`config.mk`:
```
export PLATFORM = sky130hd
export DESIGN_NAME = led_position_ctrl
export DESIGN_NICKNAME = d
export VERILOG_FILES = /design/src/rtl/led_ctrl_pkg.sv /design/src/rtl/btn_debounce.sv /design/src/rtl/led_position_ctrl.sv
export SDC_FILE = /design/constraint.sdc
export NUM_CORES = 1
export LEC_CHECK = 0
export CAP_MARGIN = 25
export CELL_PAD_IN_SITES_DETAIL_PLACEMENT = 1
export CELL_PAD_IN_SITES_GLOBAL_PLACEMENT = 1
export CORE_MARGIN = 10
export CORE_UTILIZATION = 33
export DETAILED_ROUTE_END_ITERATION = 16
export PLACE_DENSITY = 0.72
export SYNTH_ARGS = -nofsm -noshare
export SYNTH_HDL_FRONTEND = slang
export SYNTH_SLANG_ARGS = --single-unit
```
`constraint.sdc`:
```
create_clock -name clk_100mhz -period 6.4 [get_ports clk_100mhz]
set_input_delay 0.96 -clock clk_100mhz [delete_from_list [all_inputs] [get_ports clk_100mhz]]
set_output_delay 0.96 -clock clk_100mhz [all_outputs]
set_load 0.005 [all_outputs]
```
`src/rtl/led_ctrl_pkg.sv`:
```
// Shared encodings for the LED position controller: FSM states and scan direction.
package led_ctrl_pkg;

  typedef enum logic [1:0] {
    IDLE   = 2'd0,
    HOLD_L = 2'd1,
    HOLD_R = 2'd2,
    AUTO   = 2'd3
  } state_t;

  localparam logic DIR_UP   = 1'b0;
  localparam logic DIR_DOWN = 1'b1;

endpackage

```
`src/rtl/btn_debounce.sv`:
```
// Push-button debouncer: the level follows raw only after it has disagreed long enough.
// rise is a registered one-cycle pulse on the 0->1 level change.
module btn_debounce #(
  parameter int DEBOUNCE_CYCLES = 1_000_000
) (
  input  logic clk_100mhz,
  input  logic rst,
  input  logic raw,
  output logic level,
  output logic rise
);

  localparam int CW = $clog2(DEBOUNCE_CYCLES + 1);
  localparam logic [CW-1:0] CNT_TC = CW'(DEBOUNCE_CYCLES);

  logic [CW-1:0] cnt;

  // Edge numbering: the first differing sample is edge 0, so the level flips at edge DEBOUNCE_CYCLES.
  always_ff @(posedge clk_100mhz) begin
    if (rst) begin
      cnt   <= '0;
      level <= 1'b0;
      rise  <= 1'b0;
    end else begin
      rise <= 1'b0;
      if (raw == level) begin
        cnt <= '0;
      end else if (cnt == CNT_TC) begin
        cnt   <= '0;
        level <= raw;
        rise  <= raw;
      end else begin
        cnt <= cnt + CW'(1);
      end
    end
  end

endmodule

```
`src/rtl/led_position_ctrl.sv`:
```
// Single-lit LED position controller: debounced left/right stepping with hold-to-repeat,
// wrap or saturate at the bank ends, and a run-time bounce-scan mode.
//
// state  | meaning
// IDLE   | waiting for a fresh button rise or mode_auto
// HOLD_L | left held; step toward MSB every HOLD_CYCLES
// HOLD_R | right held; step toward LSB every HOLD_CYCLES
// AUTO   | bounce scan, one step every HOLD_CYCLES, buttons ignored
module led_position_ctrl
  import led_ctrl_pkg::*;
#(
  parameter int NUM_LEDS        = 8,
  parameter int DEBOUNCE_CYCLES = 1_000_000,
  parameter int HOLD_CYCLES     = 23_000_000,
  parameter bit WRAP            = 1'b1
) (
  input  logic                        clk_100mhz,
  input  logic                        rst,
  input  logic                        btn_left,
  input  logic                        btn_right,
  input  logic                        mode_auto,
  output logic [NUM_LEDS-1:0]         led_out,
  output logic [$clog2(NUM_LEDS)-1:0] pos
);

  localparam int PW = $clog2(NUM_LEDS);
  localparam int TW = $clog2(HOLD_CYCLES);
  localparam logic [PW-1:0]       POS_MAX = PW'(NUM_LEDS - 1);
  localparam logic [PW-1:0]       POS_TOP = PW'(NUM_LEDS - 2);
  localparam logic [PW-1:0]       POS_ONE = PW'(1);
  localparam logic [TW-1:0]       TMR_TC  = TW'(HOLD_CYCLES - 1);
  localparam logic [NUM_LEDS-1:0] LED_ONE = {{(NUM_LEDS - 1){1'b0}}, 1'b1};

  logic level_l, rise_l, level_r, rise_r;

  btn_debounce #(.DEBOUNCE_CYCLES(DEBOUNCE_CYCLES)) u_deb_left (
    .clk_100mhz (clk_100mhz),
    .rst        (rst),
    .raw        (btn_left),
    .level      (level_l),
    .rise       (rise_l)
  );

  btn_debounce #(.DEBOUNCE_CYCLES(DEBOUNCE_CYCLES)) u_deb_right (
    .clk_100mhz (clk_100mhz),
    .rst        (rst),
    .raw        (btn_right),
    .level      (level_r),
    .rise       (rise_r)
  );

  state_t        state, state_nxt;
  logic [TW-1:0] timer, timer_nxt;
  logic [PW-1:0] pos_nxt, pos_left, pos_right;
  logic          dir, dir_nxt;
  logic          at_max, at_min, tmr_tc;

  // Manual steps honour WRAP; with saturation the step at an end is simply a no-op.
  always_comb begin
    at_max    = (pos == POS_MAX);
    at_min    = (pos == '0);
    tmr_tc    = (timer == TMR_TC);
    pos_left  = at_max ? (WRAP ? '0 : pos) : pos + POS_ONE;
    pos_right = at_min ? (WRAP ? POS_MAX : pos) : pos - POS_ONE;
  end

  always_comb begin
    state_nxt = state;
    timer_nxt = '0;
    pos_nxt   = pos;
    dir_nxt   = dir;
    case (state)
      IDLE: begin
        if (mode_auto) begin
          state_nxt = AUTO;
        end else if (rise_l && !rise_r && !level_r) begin
          pos_nxt   = pos_left;
          state_nxt = HOLD_L;
        end else if (rise_r && !rise_l && !level_l) begin
          pos_nxt   = pos_right;
          state_nxt = HOLD_R;
        end
      end
      HOLD_L: begin
        if (mode_auto || !level_l || level_r) begin
          state_nxt = IDLE;
        end else if (tmr_tc) begin
          pos_nxt = pos_left;
        end else begin
          timer_nxt = timer + TW'(1);
        end
      end
      HOLD_R: begin
        if (mode_auto || !level_r || level_l) begin
          state_nxt = IDLE;
        end else if (tmr_tc) begin
          pos_nxt = pos_right;
        end else begin
          timer_nxt = timer + TW'(1);
        end
      end
      AUTO: begin
        if (!mode_auto) begin
          state_nxt = IDLE;
        end else if (tmr_tc) begin
          // Bounce always; a stale direction at an end turns around rather than overrunning.
          if (dir == DIR_UP) begin
            if (at_max) begin
              pos_nxt = pos - POS_ONE;
              dir_nxt = DIR_DOWN;
            end else begin
              pos_nxt = pos + POS_ONE;
              if (pos == POS_TOP) dir_nxt = DIR_DOWN;
            end
          end else begin
            if (at_min) begin
              pos_nxt = pos + POS_ONE;
              dir_nxt = DIR_UP;
            end else begin
              pos_nxt = pos - POS_ONE;
              if (pos == POS_ONE) dir_nxt = DIR_UP;
            end
          end
        end else begin
          timer_nxt = timer + TW'(1);
        end
      end
      default: state_nxt = IDLE;
    endcase
  end

  // led_out is decoded from pos_nxt so both registers change on the same edge.
  always_ff @(posedge clk_100mhz) begin
    if (rst) begin
      state   <= IDLE;
      timer   <= '0;
      pos     <= '0;
      dir     <= DIR_UP;
      led_out <= LED_ONE;
    end else begin
      state   <= state_nxt;
      timer   <= timer_nxt;
      pos     <= pos_nxt;
      dir     <= dir_nxt;
      led_out <= LED_ONE << pos_nxt;
    end
  end

endmodule

```
==> results of run 1 <==
flip-flops by register name, indices dropped and copies added, names as in the netlist, 2 cells and up:
| signal | count |
|---|---|
| pos | 3 |
| timer | 25 |
| u_deb_left.cnt | 20 |
| state | 2 |
| u_deb_right.cnt | 20 |
| led_out | 8 |
where the power goes:
group	leakage [nW]	switching (W)	internal (W)
logic	0.808	0.0000374	0.0000257
clock network	0.142	0.000214	0.000286
registers	0.670	0.0000123	0.000523
total	1.62	0.000263	0.000834
how the worst max path moves through the flow:
stage / end / slack (ps) / cells after the start
final: led_out[1]$_SDFF_PP0_ / 2950 / 7
after global routing: led_out[1]$_SDFF_PP0_ / 2780 / 7
after CTS: led_out[5]$_SDFF_PP0_ / 3030 / 7
after detailed placement: led_out[2]$_SDFF_PP0_ / 2720 / 7
after global placement: led_out[1]$_SDFF_PP0_ / 2870 / 7
after floorplan: led_out[1]$_SDFF_PP0_ / 3720 / 6
area by class of cell:
type / count / area share
Multi-Input combinational cell: 375 / 0.501
Sequential cell: 83 / 0.347
Clock buffer: 11 / 0.0529
Tap cell: 172 / 0.0450
Timing Repair Buffer: 16 / 0.0345
Inverter: 15 / 0.0118
Clock inverter: 5 / 0.00733
cells in the mapped netlist, drive strengths merged (6+ instances only):
library cell and n:
nor4b 7, nor4 11, and4 10, nand2 38, nor3 12, dfxtp 83, a21oi 14, nand3 24
nor2 89, inv 15, and3 13, xor2 34, clkbuf 14, nand4 15, o21ai 10, xnor2 22
ha 11, or3 6
routing by layer:
metal | global-route usage | vias to the layer above | wire length (um)
li1 | - | 1746 | -
met1 | 0.144 | 1728 | 4700
met2 | 0.209 | 63 | 5210
met3 | 0.0280 | 16 | 425
met4 | 0.0495 | 0 | 199
met5 | 0 | - | 0
cell families (layout without fill, tap and decap cells):
family                   Yosys count  in the layout  share of synthesized area
AND/OR/NAND/NOR                  250            250                      0.318
multiplexers                       4              4                     0.0111
AO/OA/AOI/OAI                     54             54                     0.0944
flip-flops                        83             83                      0.398
buffers and inverters             31             47                     0.0282
XOR/XNOR                          56             56                      0.117
adder cells (fa/ha/maj)           11             11                     0.0330
worst register-to-register path, delay by kind of cell (launching register included):
| kind | cells | cell delay [ps] |
|---|---|---|
| AOI/OAI and AO/OA | 5 | 1380 |
| adders and majority gates | 1 | 450 |
| buffers and inverters | 1 | 270 |
| DFF | 1 | 560 |
stage by stage:
step / worst slack [ps] / util / total power, W / std cells
floorplan: 3720 / - / 0.000584 / 489
detailed placement: 2720 / 0.358 / 0.000608 / 660
global route: 2780 / 0.382 / 0.00115 / 677
global placement: 2870 / 0.358 / 0.000605 / 660
finish: 2950 / 0.382 / 0.00110 / 677
CTS: 3030 / 0.381 / 0.00111 / 676
==> results.md, run 1 <==
* Clock sink total at 83
* Buf/Inv on CP at 1
* Max cap viols at 0
* CP Launch Point: mode_auto
* Multi-input gate area at 2400 um2
* Fmax at 290 MHz
* Slowest CP cell: nor3b_1
* Top cell type's share of synthesized area at 0.398
* Total track usage at 0.122
* Row cnt at 41
* WL/cell at 15.6 um
* Lkg Pwr at 1.62 nW
* Antenna viol nets, final at 0
* Post-synth EDFFs at 0
* Die Width at 132 um
* Pwr dens at 229 nW/um2
* Worst Path Required at 6680 ps
* Hold/Removal Path Class: flip-flop to flip-flop
* Die area at 17600 um2
* Setup repair bufs after CTS at 0
* Tcrit/Tclk final at 0.539
* Synth-to-Final Area Change at 14.5%
* CTS tree: built
* Status: finished, final reports clean
* Max incr delay on CP at 780 ps
* Async SR Flop Fraction at 0
* Later-pin clock latency in the skew report at 330 ps
* Min cycle time layout at 3450 ps
* Hold depth at 1
* Reg2reg end: led_out[0]$_SDFF_PP1_
* Clock-pin slew on the worst setup and hold paths at 60 ps
* Post-Synthesis Cells at 489
* Fill cells at 1503
* Final setup violation count at 0
* Largest area contributor in the netlist: dfxtp_1
* Crit path max fanout at 14
* Mapped Area at 4180 um2
* Largest net degree at the start of global routing at 26
* # DRC at 0
* DR vias at 3553
* Initial antenna violation count at 0
* Mapped Nets at 505
* CORE AREA at 12500 um2
* Initial Utilization at 0.334
* Hold endpoint: timer[0]$_SDFF_PP0_
* Resized cells post-CTS at 0
* Reg-to-Reg Start: pos[0]$_SDFF_PP0_
* Hold bufs inserted after CTS at 0
* Nets at 516
* Worst Min Path Start: timer[0]$_SDFF_PP0_
* Area contributors post-synth: dfxtp_1 (40%), nor2_1 (8.0%), xor2_1 (7.1%)
* Most frequent cells in the layout: nor2_1 (89), dfxtp_1 (83), nand2_1 (37)
* Layout Skew at 4.99 ps
* Crit-path cells: clkdlybuf4s50_1, nor3b_1, nor2_1, o41ai_1, o211ai_1, o22ai_4, and4_2
* Placed standard-cell area at 4480 um2
* Post-synth cell types at 61
* Reg area at 1660 um2
* Seq cells post-synth at 83
* Fin Setup TNS at 0 ps
* Drt initial violations at 207
* Setup crit start kind: input port
* Syn Area/Cell at 8.54 um2
* I/O pin cnt at 16
* WP data arrival at 3730 ps
* Yosys warnings at 0
* CTS Buf Count at 9
* Number of port buffers at 15
* Worst setup EP type: flip-flop
* RSZ-0062 raised after global routing: false
* Layout cell share with drive strength beyond 1 at 0.0752
* CP delay by family, top: simple AND/OR/NAND/NOR gates
* Seq/Total Area, Yosys at 0.398
* Slew Viols, Final at 0
* Final Hold Viols at 0
* Commonest non-fill, non-tap cell in the layout: nor2_1
* Worst reg2reg path depth at 7
* Flop-to-flop setup slack at 3660 ps
* Final Wtd Congestion at 0.846
* Die height at 132 um
* Global route overflow at 0
* Final WL at 10.5 mm
* Router iterations before antenna repair at 4
* Clock Path Buffers at 2
* Ys flop type: dfxtp_1
* Relative slew slack at 0.371
* Max H-tree Level at 3
* Final Cell Area at 4780 um2
* Worst-margin pin slew at 934 ps
* Maximum vdd ir drop at 108 uV
* Hold Slack at 462 ps
* # diodes at 0
* Root buffer cell: clkbuf_16
* Post-DP HPWL at 7.47 mm
* First-pass GRT wire length at 18.2 mm
* Vias per cell at 5.25
* Worst Setup Path Type: input port to flip-flop
* Number of global-route vias before repair at 3702
Power figures use the tool's default switching activity.
==> run 2, diff against run 1 <==
Clock period 6.4 ns to 3.51 ns, I/O delays scaled along.
==> results.md, run 2 (synthesis gave the netlist of run 1 again) <==
* Router iterations before antenna repair at 6
* Maximum vdd ir drop at 206 uV
* Fill cells at 1522
* CTS Buf Count at 9
* Drt initial violations at 167
* RSZ-0062 raised after global routing: false
* Min cycle time layout at 2790 ps
* DR top layer: met4
* Row cnt at 41
* Initial antenna violation count at 0
* Relative slew slack at 0.457
* Metal1 wirelength at 4.72 mm
* Number of port buffers at 15
* I/O pin cnt at 16
* Number of global-route vias before repair at 3756
* Root buffer cell: clkbuf_16
* Hold bufs inserted after CTS at 0
* Flop-to-flop setup slack at 730 ps
* Layout cell share with drive strength beyond 1 at 0.0807
* # diodes at 0
* Max reg flops at 25
* Clock sink total at 83
* Max incr delay on CP at 620 ps
* Worst Path Required at 3800 ps
* DR vias at 3605
* WL/cell at 15.4 um
* Met3 WL post-DR at 278 um
* Final setup violation count at 0
* Clock-pin slew on the worst setup and hold paths at 70 ps
* Die Width at 132 um
* Layout Skew at 5.38 ps
* Initial Utilization at 0.334
* Final WL at 10.5 mm
* Antenna viol nets, final at 0
* Global route overflow at 0
* Total track usage at 0.123
* # DRC at 0
* Setup repair bufs after CTS at 0
* Largest net degree at the start of global routing at 26
* Max cap viols at 0
* Final Wtd Congestion at 0.933
* Pwr Total at 0.00205 W
* WP data arrival at 3080 ps
* Fmax at 358 MHz
* Worst Setup Path Type: input port to flip-flop
* Crit path max fanout at 13
* CTS tree: built
* CP delay by family, top: simple AND/OR/NAND/NOR gates
* Largest regs: timer (25), u_deb_left.cnt (20), u_deb_right.cnt (20)
* Slowest CP cell: nor3b_1
* Final Hold Viols at 0
* Max H-tree Level at 3
* CORE AREA at 12500 um2
* Worst setup EP type: flip-flop
* Setup crit start kind: input port
* First-pass GRT wire length at 18.3 mm
* Status: finished, final reports clean
* Commonest non-fill, non-tap cell in the layout: nor2_1
* Tcrit/Tclk final at 0.796
* Worst-margin pin slew at 812 ps
* Met2 WL at 5.33 mm
* Fin Setup TNS at 0 ps
* Die area at 17600 um2
* Later-pin clock latency in the skew report at 340 ps
* Nets at 519
* Slew Viols, Final at 0
* Resized cells post-CTS at 0
* Most frequent cells in the layout: nor2_1 (89), dfxtp_1 (83), nand2_1 (37)
* Crit-path cells: clkdlybuf4s50_1, buf_4, nor3b_1, nor2_1, o41ai_1, o211ai_1, o22ai_4, and4_2
* Lkg Pwr at 1.63 nW
* Pwr dens at 427 nW/um2
* Vias per cell at 5.30
* Largest register by flop count: timer
* Post-DP HPWL at 7.48 mm
* Synth-to-Final Area Change at 15.2%
* Buf/Inv on CP at 2
* Clock Path Buffers at 2
* Hold/Removal Path Class: flip-flop to flip-flop
* Die height at 132 um
-- run 2: changes by cell type in the layout (fill, tap and decap cells not counted), sizes merged --
cell	before	now
buf	1	4
clkbuf	11	9
bufinv	0	1
clkinvlp	1	2
-- run 2: final timing paths --
kind              cells after the start                     startpoint                            end
setup / recovery                      8                      mode_auto          led_out[1]$_SDFF_PP0_
hold / removal                        1  u_deb_right.cnt[0]$_SDFF_PP0_  u_deb_right.cnt[0]$_SDFF_PP0_
setup reg to reg                      7            timer[0]$_SDFF_PP0_          led_out[1]$_SDFF_PP0_
hold reg to reg                       1  u_deb_right.cnt[0]$_SDFF_PP0_  u_deb_right.cnt[0]$_SDFF_PP0_
-- run 2: cell type report --
type                            count  area [um2]  area share
Clock buffer                        9         225      0.0468
Clock inverter                      7        76.3      0.0159
Inverter                           15        56.3      0.0117
Multi-Input combinational cell    375        2400       0.498
Sequential cell                    83        1660       0.345
Tap cell                          172         215      0.0447
Timing Repair Buffer               19         180      0.0375
-- run 2: per-layer routing --
layer	up-vias	global-route usage
met1	1795	0.142
met3	15	0.0314
met4	0	0.0367
li1	1758	-
met2	37	0.218
met5	-	0
-- run 2: where the power goes --
| group | internal [W] | switching [W] |
|---|---|---|
| combinational | 0.0000481 | 0.0000665 |
| clock | 0.000556 | 0.000408 |
| sequential | 0.000953 | 0.0000219 |
| total | 0.00156 | 0.000496 |
-- run 2: worst reg2reg max path, cell delays in order, from the launching register on --
cell and delay (ps):
dfxtp_1 380, ha_1 260, nand4_1 210, or4_1 560
o41ai_1 510, o211ai_1 220, o22ai_4 340, and4_2 260
-- run 2: per-stage QoR --
| stage | hold WS, ps | utilization | cells | setup slack, ps | area (um2) |
|---|---|---|---|---|---|
| floorplan | 426 | - | 489 | 1230 | 4180 |
| global placement | 442 | 0.360 | 664 | 656 | 4510 |
| detailed placement | 457 | 0.360 | 664 | 588 | 4510 |
| CTS | 472 | 0.384 | 680 | 741 | 4810 |
| global route | 502 | 0.384 | 680 | 553 | 4810 |
| finish | 470 | 0.384 | 680 | 716 | 4810 |
